<file path="config.mk">
export PLATFORM = sky130hd
export DESIGN_NAME = color_capture_ctrl
export DESIGN_NICKNAME = d
export VERILOG_FILES = /design/src/rtl/color_capture_ctrl.sv
export SDC_FILE = /design/constraint.sdc
export NUM_CORES = 1
export LEC_CHECK = 0
export CAP_MARGIN = 20
export CELL_PAD_IN_SITES_DETAIL_PLACEMENT = 1
export CELL_PAD_IN_SITES_GLOBAL_PLACEMENT = 1
export CORE_ASPECT_RATIO = 2
export CORE_MARGIN = 2
export CORE_UTILIZATION = 41
export DETAILED_ROUTE_END_ITERATION = 8
export GPL_TIMING_DRIVEN = 0
export PLACE_DENSITY_LB_ADDON = 0.1
export SLEW_MARGIN = 20
export SYNTH_ARGS = -nofsm -noshare
export SYNTH_HDL_FRONTEND = slang
export SYNTH_SLANG_ARGS = --single-unit
export TNS_END_PERCENT = 10
</file>
<file path="constraint.sdc">
create_clock -name Clk -period 4.2 [get_ports Clk]
set_input_delay 0.84 -clock Clk [delete_from_list [all_inputs] [get_ports Clk]]
set_output_delay 0.84 -clock Clk [all_outputs]
set_load 0.05 [all_outputs]
</file>
<file path="src/rtl/color_capture_ctrl.sv">
// Capture sequencer for one cube face: clears the colour accumulators, aligns to whole CCD frames,
// gates per-pixel accumulation for NUM_FRAMES frames, checks per-frame hit counts, reports the face.
`timescale 1ns/1ps
module color_capture_ctrl #(
  parameter int unsigned NUM_FRAMES     = 4,
  parameter int unsigned FRAME_W        = 3,
  parameter int unsigned HITS_PER_FRAME = 45,
  parameter int unsigned HIT_W          = 6,
  parameter int unsigned NUM_FACES      = 6
) (
  input  logic               Clk,
  input  logic               Reset,
  input  logic               Start,
  input  logic               Abort,
  input  logic               Fval,
  input  logic               Lval,
  input  logic               PixelHit,
  output logic               AccClear,
  output logic               AccEnable,
  output logic [2:0]         FaceIndex,
  output logic [FRAME_W-1:0] FrameCount,
  output logic               Busy,
  output logic               FaceDone,
  output logic               CubeDone,
  output logic               SampleError
);

  typedef enum logic [2:0] {
    StIdle,
    StArm,
    StSync,
    StCapture,
    StCheck,
    StDone
  } state_e;

  localparam logic [HIT_W-1:0]   HitMax    = '1;
  localparam logic [HIT_W-1:0]   HitTarget = HIT_W'(HITS_PER_FRAME);
  localparam logic [FRAME_W-1:0] FrameLast = FRAME_W'(NUM_FRAMES);
  localparam logic [2:0]         FaceLast  = 3'(NUM_FACES - 1);

  state_e               state_q, state_d;
  logic                 fval_q;
  logic                 rise, fall;
  logic [HIT_W-1:0]     hit_cnt_q;
  logic [FRAME_W-1:0]   frame_cnt_q;
  logic [FRAME_W-1:0]   frame_inc;
  logic                 last_frame;
  logic                 abort_active;
  logic [2:0]           face_q;
  logic                 cube_done_q;
  logic                 sample_error_q;
  logic                 acc_clear_q;
  logic                 face_done_q;
  logic                 busy_q;

  assign rise         = Fval & ~fval_q;
  assign fall         = ~Fval & fval_q;
  assign frame_inc    = frame_cnt_q + FRAME_W'(1);
  assign last_frame   = (frame_inc == FrameLast);
  assign abort_active = Abort && (state_q != StIdle);

  // Zero latency: the datapath accumulates the very pixel presented this cycle.
  assign AccEnable = (state_q == StCapture) & Fval & Lval & PixelHit;

  always_comb begin
    state_d = state_q;
    case (state_q)
      StIdle:    if (Start && !Abort) state_d = StArm;
      StArm:     state_d = StSync;
      StSync:    if (rise) state_d = StCapture;
      StCapture: if (fall) state_d = StCheck;
      StCheck:   state_d = last_frame ? StDone : StSync;
      StDone:    state_d = StIdle;
      default:   state_d = StIdle;
    endcase
    if (abort_active) state_d = StIdle;
  end

  always_ff @(posedge Clk) begin
    if (Reset) begin
      state_q        <= StIdle;
      fval_q         <= 1'b0;
      hit_cnt_q      <= '0;
      frame_cnt_q    <= '0;
      face_q         <= '0;
      cube_done_q    <= 1'b0;
      sample_error_q <= 1'b0;
      acc_clear_q    <= 1'b0;
      face_done_q    <= 1'b0;
      busy_q         <= 1'b0;
    end else begin
      state_q     <= state_d;
      fval_q      <= Fval;
      busy_q      <= (state_d != StIdle);
      acc_clear_q <= (state_d == StArm);
      face_done_q <= (state_d == StDone);

      // An abort freezes every counter so FrameCount and FaceIndex keep their last values.
      if (!abort_active) begin
        case (state_q)
          StIdle: begin
            if (Start && !Abort) begin
              sample_error_q <= 1'b0;
              cube_done_q    <= 1'b0;
            end
          end
          StArm: begin
            frame_cnt_q <= '0;
            hit_cnt_q   <= '0;
          end
          StCapture: begin
            if (AccEnable && (hit_cnt_q != HitMax)) hit_cnt_q <= hit_cnt_q + HIT_W'(1);
          end
          StCheck: begin
            if (hit_cnt_q != HitTarget) sample_error_q <= 1'b1;
            hit_cnt_q   <= '0;
            frame_cnt_q <= frame_inc;
          end
          StDone: begin
            if (face_q == FaceLast) begin
              face_q      <= '0;
              cube_done_q <= 1'b1;
            end else begin
              face_q <= face_q + 3'd1;
            end
          end
          default: ;
        endcase
      end
    end
  end

  assign AccClear    = acc_clear_q;
  assign FaceIndex   = face_q;
  assign FrameCount  = frame_cnt_q;
  assign Busy        = busy_q;
  assign FaceDone    = face_done_q;
  assign CubeDone    = cube_done_q;
  assign SampleError = sample_error_q;

endmodule

</file>
==> results.yml, run 1 <==
run_status:
  status: "finished clean"
cts:
  h-tree-depth: 1
  cts_buffer_depth: 2
  clkTransAtPathRegs_ps: 80
  post_cts_resized: 0
  cts_made_buffers: 3
  cts_root_buf: "clkbuf_8"
  clock_latency_ps: 260
  cts_hold_buf: 0
  postCtsSetupRepairBufs: 0
  cts_num_sinks: 21
  cts_tree: "done"
sta:
  grt_setup_unrepaired: "no"
  relSlewSlack: 0.662
  finalSetupViolCount: 0
  hold_viol_final: 0
  fin_crit_ps: 3310
  hold_ws_ps: 495
  tightest_slew_ps: 505
  post-route-period-util: 0.788
  max_freq_mhz: 302
  slew_viol_final: 0
  fin_setup_tns_ps: 0
  fin_worst_skew_ps: 9.15
  finalWorstSetupSlack_ps: 889
setup_path:
  path_max_fanout: 5
  r2r_start: "hit_cnt_q[0]$_SDFFE_PP0P_"
  critPathArrivalTime_ps: 2470
  cp-start-kind: "input pin"
  critPathKind: "input pin to output pin"
  cp-startpoint: "Fval"
  required_ps: 3360
  crit_path_end_kind: "output pin"
synth:
  synth_compound_area_frac: 0.202
  async_reset_ff_frac: 0
  ys_seq_area_frac: 0.369
  synth_edf_count: 0
  synth.top_cell.area_share: 0.369
  synth_cells: 140
  synth_ff_type: "dfxtp_1"
  postSynthAreaPerCell_sq_um: 8.13
  synth.area.top_cells: "dfxtp_1 37%, nor2_1 7.3%, a21oi_1 5.3%, ha_1 4.4%, nand2_1 4.3%"
  synth_nets: 151
  netlist_area_sq_um: 1140
  ys_ff_latch: 21
  synth_top_family_by_area: "simple AND/OR/NAND/NOR gates"
  synth_warnings: 0
  synth_fa_ha_area_frac: 0.0527
  yosys.area_share.simple: 0.293
  yosys.area.top_type: "dfxtp_1"
  synth_cell_types: 40
  synth.area.mux_share: 0.00879
  synth_xor_area_frac: 0.0154
die:
  row_count: 27
  dieArea_sq_um: 3240
  io_pins: 19
  core_sq_um: 2700
  die_h_microns: 78.5
  die_x_microns: 41.3
  start_util: 0.421
finish:
  final_common_cell: "nor2_1"
  diodes: 0
  fin_area_sq_um: 1380
  fin_util: 0.511
  area_growth_pct: 21.3
  layout.nets: 172
  drive_gt1_frac: 0.0938
  final_cell_mix: "22 x nor2_1, 21 x dfxtp_1, 16 x clkdlybuf4s50_1"
hold_path:
  hp-start: "hit_cnt_q[1]$_SDFFE_PP0P_"
  hold_class: "register to register"
power:
  p_leak_uw: 0.000484
  power_per_cell_area_nw_per_um2: 280
  ir_drop_uv: 200
drt:
  drt-initial-drc-count: 11
  vias: 1068
  vias_per_cell: 5.65
  drc: 0
  ant_nets: 0
  routed_wl_microns: 2910
  dr.pass1.iters: 4
  wire_per_inst_microns: 15.4
placed_design:
  preCtsSetupSlack_ps: 881
  post_dp_cell_area_sq_um: 1340
  hpwl_microns: 2310
  gp_congestion: 0.758
  io_buffers: 16
run:
  drv_cap: 0
global_routing:
  grt_first_pass_wirelength_microns: 4590
  grt_usage: 0.203
  grt_max_degree: 13
  grt_pass1_vias: 1027
  antenna_found_initial: 0
  gr-total-overflow: 0
state kept, by name, summed over array words and instances, names as in the netlist:
signal       flops
FaceDone         1
FrameCount       3
AccClear         1
hit_cnt_q        6
FaceIndex        3
Busy             1
fval_q           1
SampleError      1
CubeDone         1
state_q          3
layout make-up:
type,count,area [sq um]
Buffer,8,47.5
Inverter,5,18.8
Fill cell,358,1320
Timing Repair Buffer,16,160
Clock buffer,3,41.3
Sequential cell,21,420
Multi-Input combinational cell,106,652
Clock inverter,1,5.00
Tap cell,29,36.3
kinds of logic (layout without fill, tap and decap cells):
logic type | Yosys count | after routing
buffers and inverters | 13 | 33
xor gates and xnor gates | 2 | 2
DFF | 21 | 21
muxes | 1 | 1
and+or+nand+nor | 65 | 65
adders and majority gates | 5 | 5
AOI/OAI and AO/OA | 33 | 33
through the flow:
stage / power [uW] / cells
after detailed placement: 258 / 185
after floorplan: 242 / 140
after global placement: 256 / 185
after CTS: 391 / 189
final: 387 / 189
after global routing: 401 / 189
metal layers:
| layer | share of wire | track usage | up-vias |
|---|---|---|---|
| met2 | 0.59 | 0.392 | 8 |
| li1 | - | - | 535 |
| met5 | 0 | 0 | - |
| met4 | 0.0093 | 0.0581 | 0 |
| met3 | 0.013 | 0.0282 | 2 |
| met1 | 0.39 | 0.192 | 523 |
cells in the mapped netlist, types with 2 or more instances:
cell / n
a21oi_1: 12
a22oi_1: 2
a32oi_1: 3
and3_1: 2
buf_2: 2
buf_6: 2
clkbuf_1: 4
dfxtp_1: 21
ha_1: 4
inv_1: 4
nand2_1: 13
nand2b_1: 3
nand3_1: 5
nand3b_1: 3
nor2_1: 22
nor2b_1: 2
nor3_1: 5
o21a_1: 2
o21ai_0: 6
or3_1: 2
xor2_1: 2
worst paths after layout:
| path | to | slack [ps] | cells past startpoint |
|---|---|---|---|
| max | AccEnable | 890 | 4 |
| min | hit_cnt_q[1]$_SDFFE_PP0P_ | 490 | 2 |
| max reg2reg | hit_cnt_q[1]$_SDFFE_PP0P_ | 2460 | 6 |
| min reg2reg | hit_cnt_q[1]$_SDFFE_PP0P_ | 490 | 2 |
critical path: stages:
cell and delay (ps):
clkdlybuf4s50_1 540, nand3_1 160, nor2_1 120, clkdlybuf4s50_1 810
where the power goes:
part	leakage [uW]	switching (uW)	total [uW]	internal [uW]
logic	0.000289	30.4	48.7	18.3
registers	0.000170	1.92	204	202
clock network	0.0000255	68.0	134	66.0
total	0.000484	100	387	286
Note: power is estimated with default switching activity, not from simulation.
==> run 2: changes to the inputs <==
--- a/config.mk
+++ b/config.mk
@@ -10,7 +10,7 @@
 export CELL_PAD_IN_SITES_GLOBAL_PLACEMENT = 1
 export CORE_ASPECT_RATIO = 2
 export CORE_MARGIN = 2
-export CORE_UTILIZATION = 41
+export CORE_UTILIZATION = 38
 export DETAILED_ROUTE_END_ITERATION = 8
 export GPL_TIMING_DRIVEN = 0
 export PLACE_DENSITY_LB_ADDON = 0.1
==> constraint.sdc (replaced) <==
create_clock -name Clk -period 3.2 [get_ports Clk]
set_input_delay 0.64 -clock Clk [delete_from_list [all_inputs] [get_ports Clk]]
set_output_delay 0.64 -clock Clk [all_outputs]
set_load 0.05 [all_outputs]
==> results.yml, run 2 (same netlist as run 1, synthesis figures left out) <==
cts:
  h-tree-depth: 1
  clkTransAtPathRegs_ps: 90
  cts_root_buf: "clkbuf_8"
  cts_hold_buf: 0
  post_cts_resized: 0
  postCtsSetupRepairBufs: 0
  cts_made_buffers: 3
  cts_tree: "done"
  cts_num_sinks: 21
  clock_latency_ps: 270
  cts_buffer_depth: 2
finish:
  fillCellCount: 384
  multi_input_comb_area_sq_um: 652
  area_growth_pct: 21.3
  top_register: "hit_cnt_q"
  fin_util: 0.475
  final_common_cell: "nor2_1"
  seqCellArea_sq_um: 420
  drive_gt1_frac: 0.0875
  diodes: 0
  final_cell_mix: "22 x nor2_1, 21 x dfxtp_1, 16 x clkdlybuf4s50_1"
  layout.nets: 172
  largest_register_ffs: 6
power:
  power_per_cell_area_nw_per_um2: 371
  p_leak_uw: 0.000482
  sw_frac_of_total: 0.263
  seqPwrFrac: 0.523
  ir_drop_uv: 166
  p_int_uw: 378
  clockPowerShare: 0.352
  pwr-share-comb: 0.126
  switchingPower_uw: 135
drt:
  routed_wl_microns: 3060
  dr.pass1.iters: 2
  drt-initial-drc-count: 11
  vias_per_cell: 5.66
  drc: 0
  dr_wl_met2_microns: 1780
  wl_met3_microns: 65
  wl_met1_microns: 1120
  vias: 1075
  wire_per_inst_microns: 16.1
  top_layer_used: "met4"
  ant_nets: 0
die:
  die_h_microns: 81.4
  row_count: 28
  core_sq_um: 2910
  start_util: 0.392
  dieArea_sq_um: 3480
  die_x_microns: 42.7
  io_pins: 19
sta:
  post-route-period-util: 0.907
  finalWorstSetupSlack_ps: 299
  hold_ws_ps: 495
  fin_worst_skew_ps: 12.3
  fin_crit_ps: 2900
  grt_setup_unrepaired: "no"
  tightest_slew_ps: 501
  relSlewSlack: 0.665
  fin_setup_tns_ps: 0
  slew_viol_final: 0
  finalSetupViolCount: 0
  hold_viol_final: 0
  max_freq_mhz: 345
placed_design:
  gp_congestion: 0.747
  io_buffers: 16
  hpwl_microns: 2400
  preCtsSetupSlack_ps: 288
setup_path:
  crit_family: "buffers and inverters"
  crit_top_cell: "clkdlybuf4s50_1"
  slowest_delay_ps: 810
  cp_cell_sequence: "clkdlybuf4s50_1 -> nand3_1 -> nor2_1 -> clkdlybuf4s50_1"
  required_ps: 2560
  path_max_fanout: 5
  cp-startpoint: "Fval"
  crit_path_end_kind: "output pin"
  ff2ff_path_depth: 6
  path_buf_inv: 2
  critPathCapture: "AccEnable"
  cp-start-kind: "input pin"
  critPathKind: "input pin to output pin"
  crit_cells: 4
  r2r-end: "hit_cnt_q[1]$_SDFFE_PP0P_"
  cp_slowest_cell: "clkdlybuf4s50_1"
  r2r_slack_ps: 1490
  critPathArrivalTime_ps: 2260
  r2r_start: "hit_cnt_q[0]$_SDFFE_PP0P_"
global_routing:
  grt_max_degree: 12
  grt_usage: 0.197
  antenna_found_initial: 0
  grt_pass1_vias: 1170
  grt_first_pass_wirelength_microns: 5290
  gr-total-overflow: 0
hold_path:
  hold_class: "register to register"
run:
  drv_cap: 0
run_status:
  status: "finished clean"
[run 2: cell types whose count changed in the layout (fill, tap and decap cells not counted)]
cell      previous run  this run
clkbuf_1             4         5
clkinv_2             1         0
[run 2: power groups by stage]
stage	clock (uW)	combinational [uW]	sequential [uW]
floorplan	0	39.0	279
global placement	0	63.1	274
detailed placement	0	64.4	274
CTS	182	64.8	268
global route	191	71.9	269
finish	180	64.6	268
[run 2: per-layer routing]
metal | vias up | global-route usage
met2 | 15 | 0.391
li1 | 535 | -
met1 | 517 | 0.188
met4 | 0 | 0.100
met5 | - | 0
met3 | 8 | 0.0264
[run 2: cell type report]
| type | instances | share of cell area |
|---|---|---|
| repair buffers | 16 | 0.116 |
| clock buffers | 4 | 0.0326 |
| plain buffers | 8 | 0.0344 |
| flip-flops and latches | 21 | 0.304 |
| multi-input cells | 106 | 0.472 |
| inverters | 5 | 0.0136 |
| well taps | 30 | 0.0272 |
[run 2: worst register-to-register path, stage by stage, from the launching register on]
cell and delay, ps:
dfxtp_1 350, ha_1 230, and3_1 260, a31oi_4 240, o21ai_2 120, or3_1 320
a21oi_1 140
[run 2: stage by stage]
step / total power [uW] / instances / instance area [sq um]
2_1_floorplan: 318 / 140 / 1140
3_3_place_gp: 337 / 186 / 1340
3_5_place_dp: 339 / 186 / 1340
4_1_cts: 515 / 190 / 1380
5_1_grt: 531 / 190 / 1380
6_report: 513 / 190 / 1380
[run 2: worst min-delay path by stage]
stage | depth (start not counted) | from | to | slack [ps]
2_1_floorplan | 2 | hit_cnt_q[1]$_SDFFE_PP0P_ | hit_cnt_q[1]$_SDFFE_PP0P_ | 460
3_3_place_gp | 2 | hit_cnt_q[1]$_SDFFE_PP0P_ | hit_cnt_q[1]$_SDFFE_PP0P_ | 470
3_5_place_dp | 2 | hit_cnt_q[1]$_SDFFE_PP0P_ | hit_cnt_q[1]$_SDFFE_PP0P_ | 490
4_1_cts | 2 | hit_cnt_q[1]$_SDFFE_PP0P_ | hit_cnt_q[1]$_SDFFE_PP0P_ | 500
5_1_grt | 2 | hit_cnt_q[3]$_SDFFE_PP0P_ | hit_cnt_q[3]$_SDFFE_PP0P_ | 530
6_report | 2 | hit_cnt_q[1]$_SDFFE_PP0P_ | hit_cnt_q[1]$_SDFFE_PP0P_ | 490
==> run 3: changes to the inputs <==
--- a/config.mk
+++ b/config.mk
@@ -5,7 +5,6 @@
 export SDC_FILE = /design/constraint.sdc
 export NUM_CORES = 1
 export LEC_CHECK = 0
-export CAP_MARGIN = 20
 export CELL_PAD_IN_SITES_DETAIL_PLACEMENT = 1
 export CELL_PAD_IN_SITES_GLOBAL_PLACEMENT = 1
 export CORE_ASPECT_RATIO = 2
@@ -14,6 +13,7 @@
 export DETAILED_ROUTE_END_ITERATION = 8
 export GPL_TIMING_DRIVEN = 0
 export PLACE_DENSITY_LB_ADDON = 0.1
+export SKIP_LAST_GASP = 1
 export SLEW_MARGIN = 20
 export SYNTH_ARGS = -nofsm -noshare
 export SYNTH_HDL_FRONTEND = slang
==> results of run 3 <==
Same layout as run 2: the final DEF is identical, and so are final timing and power.
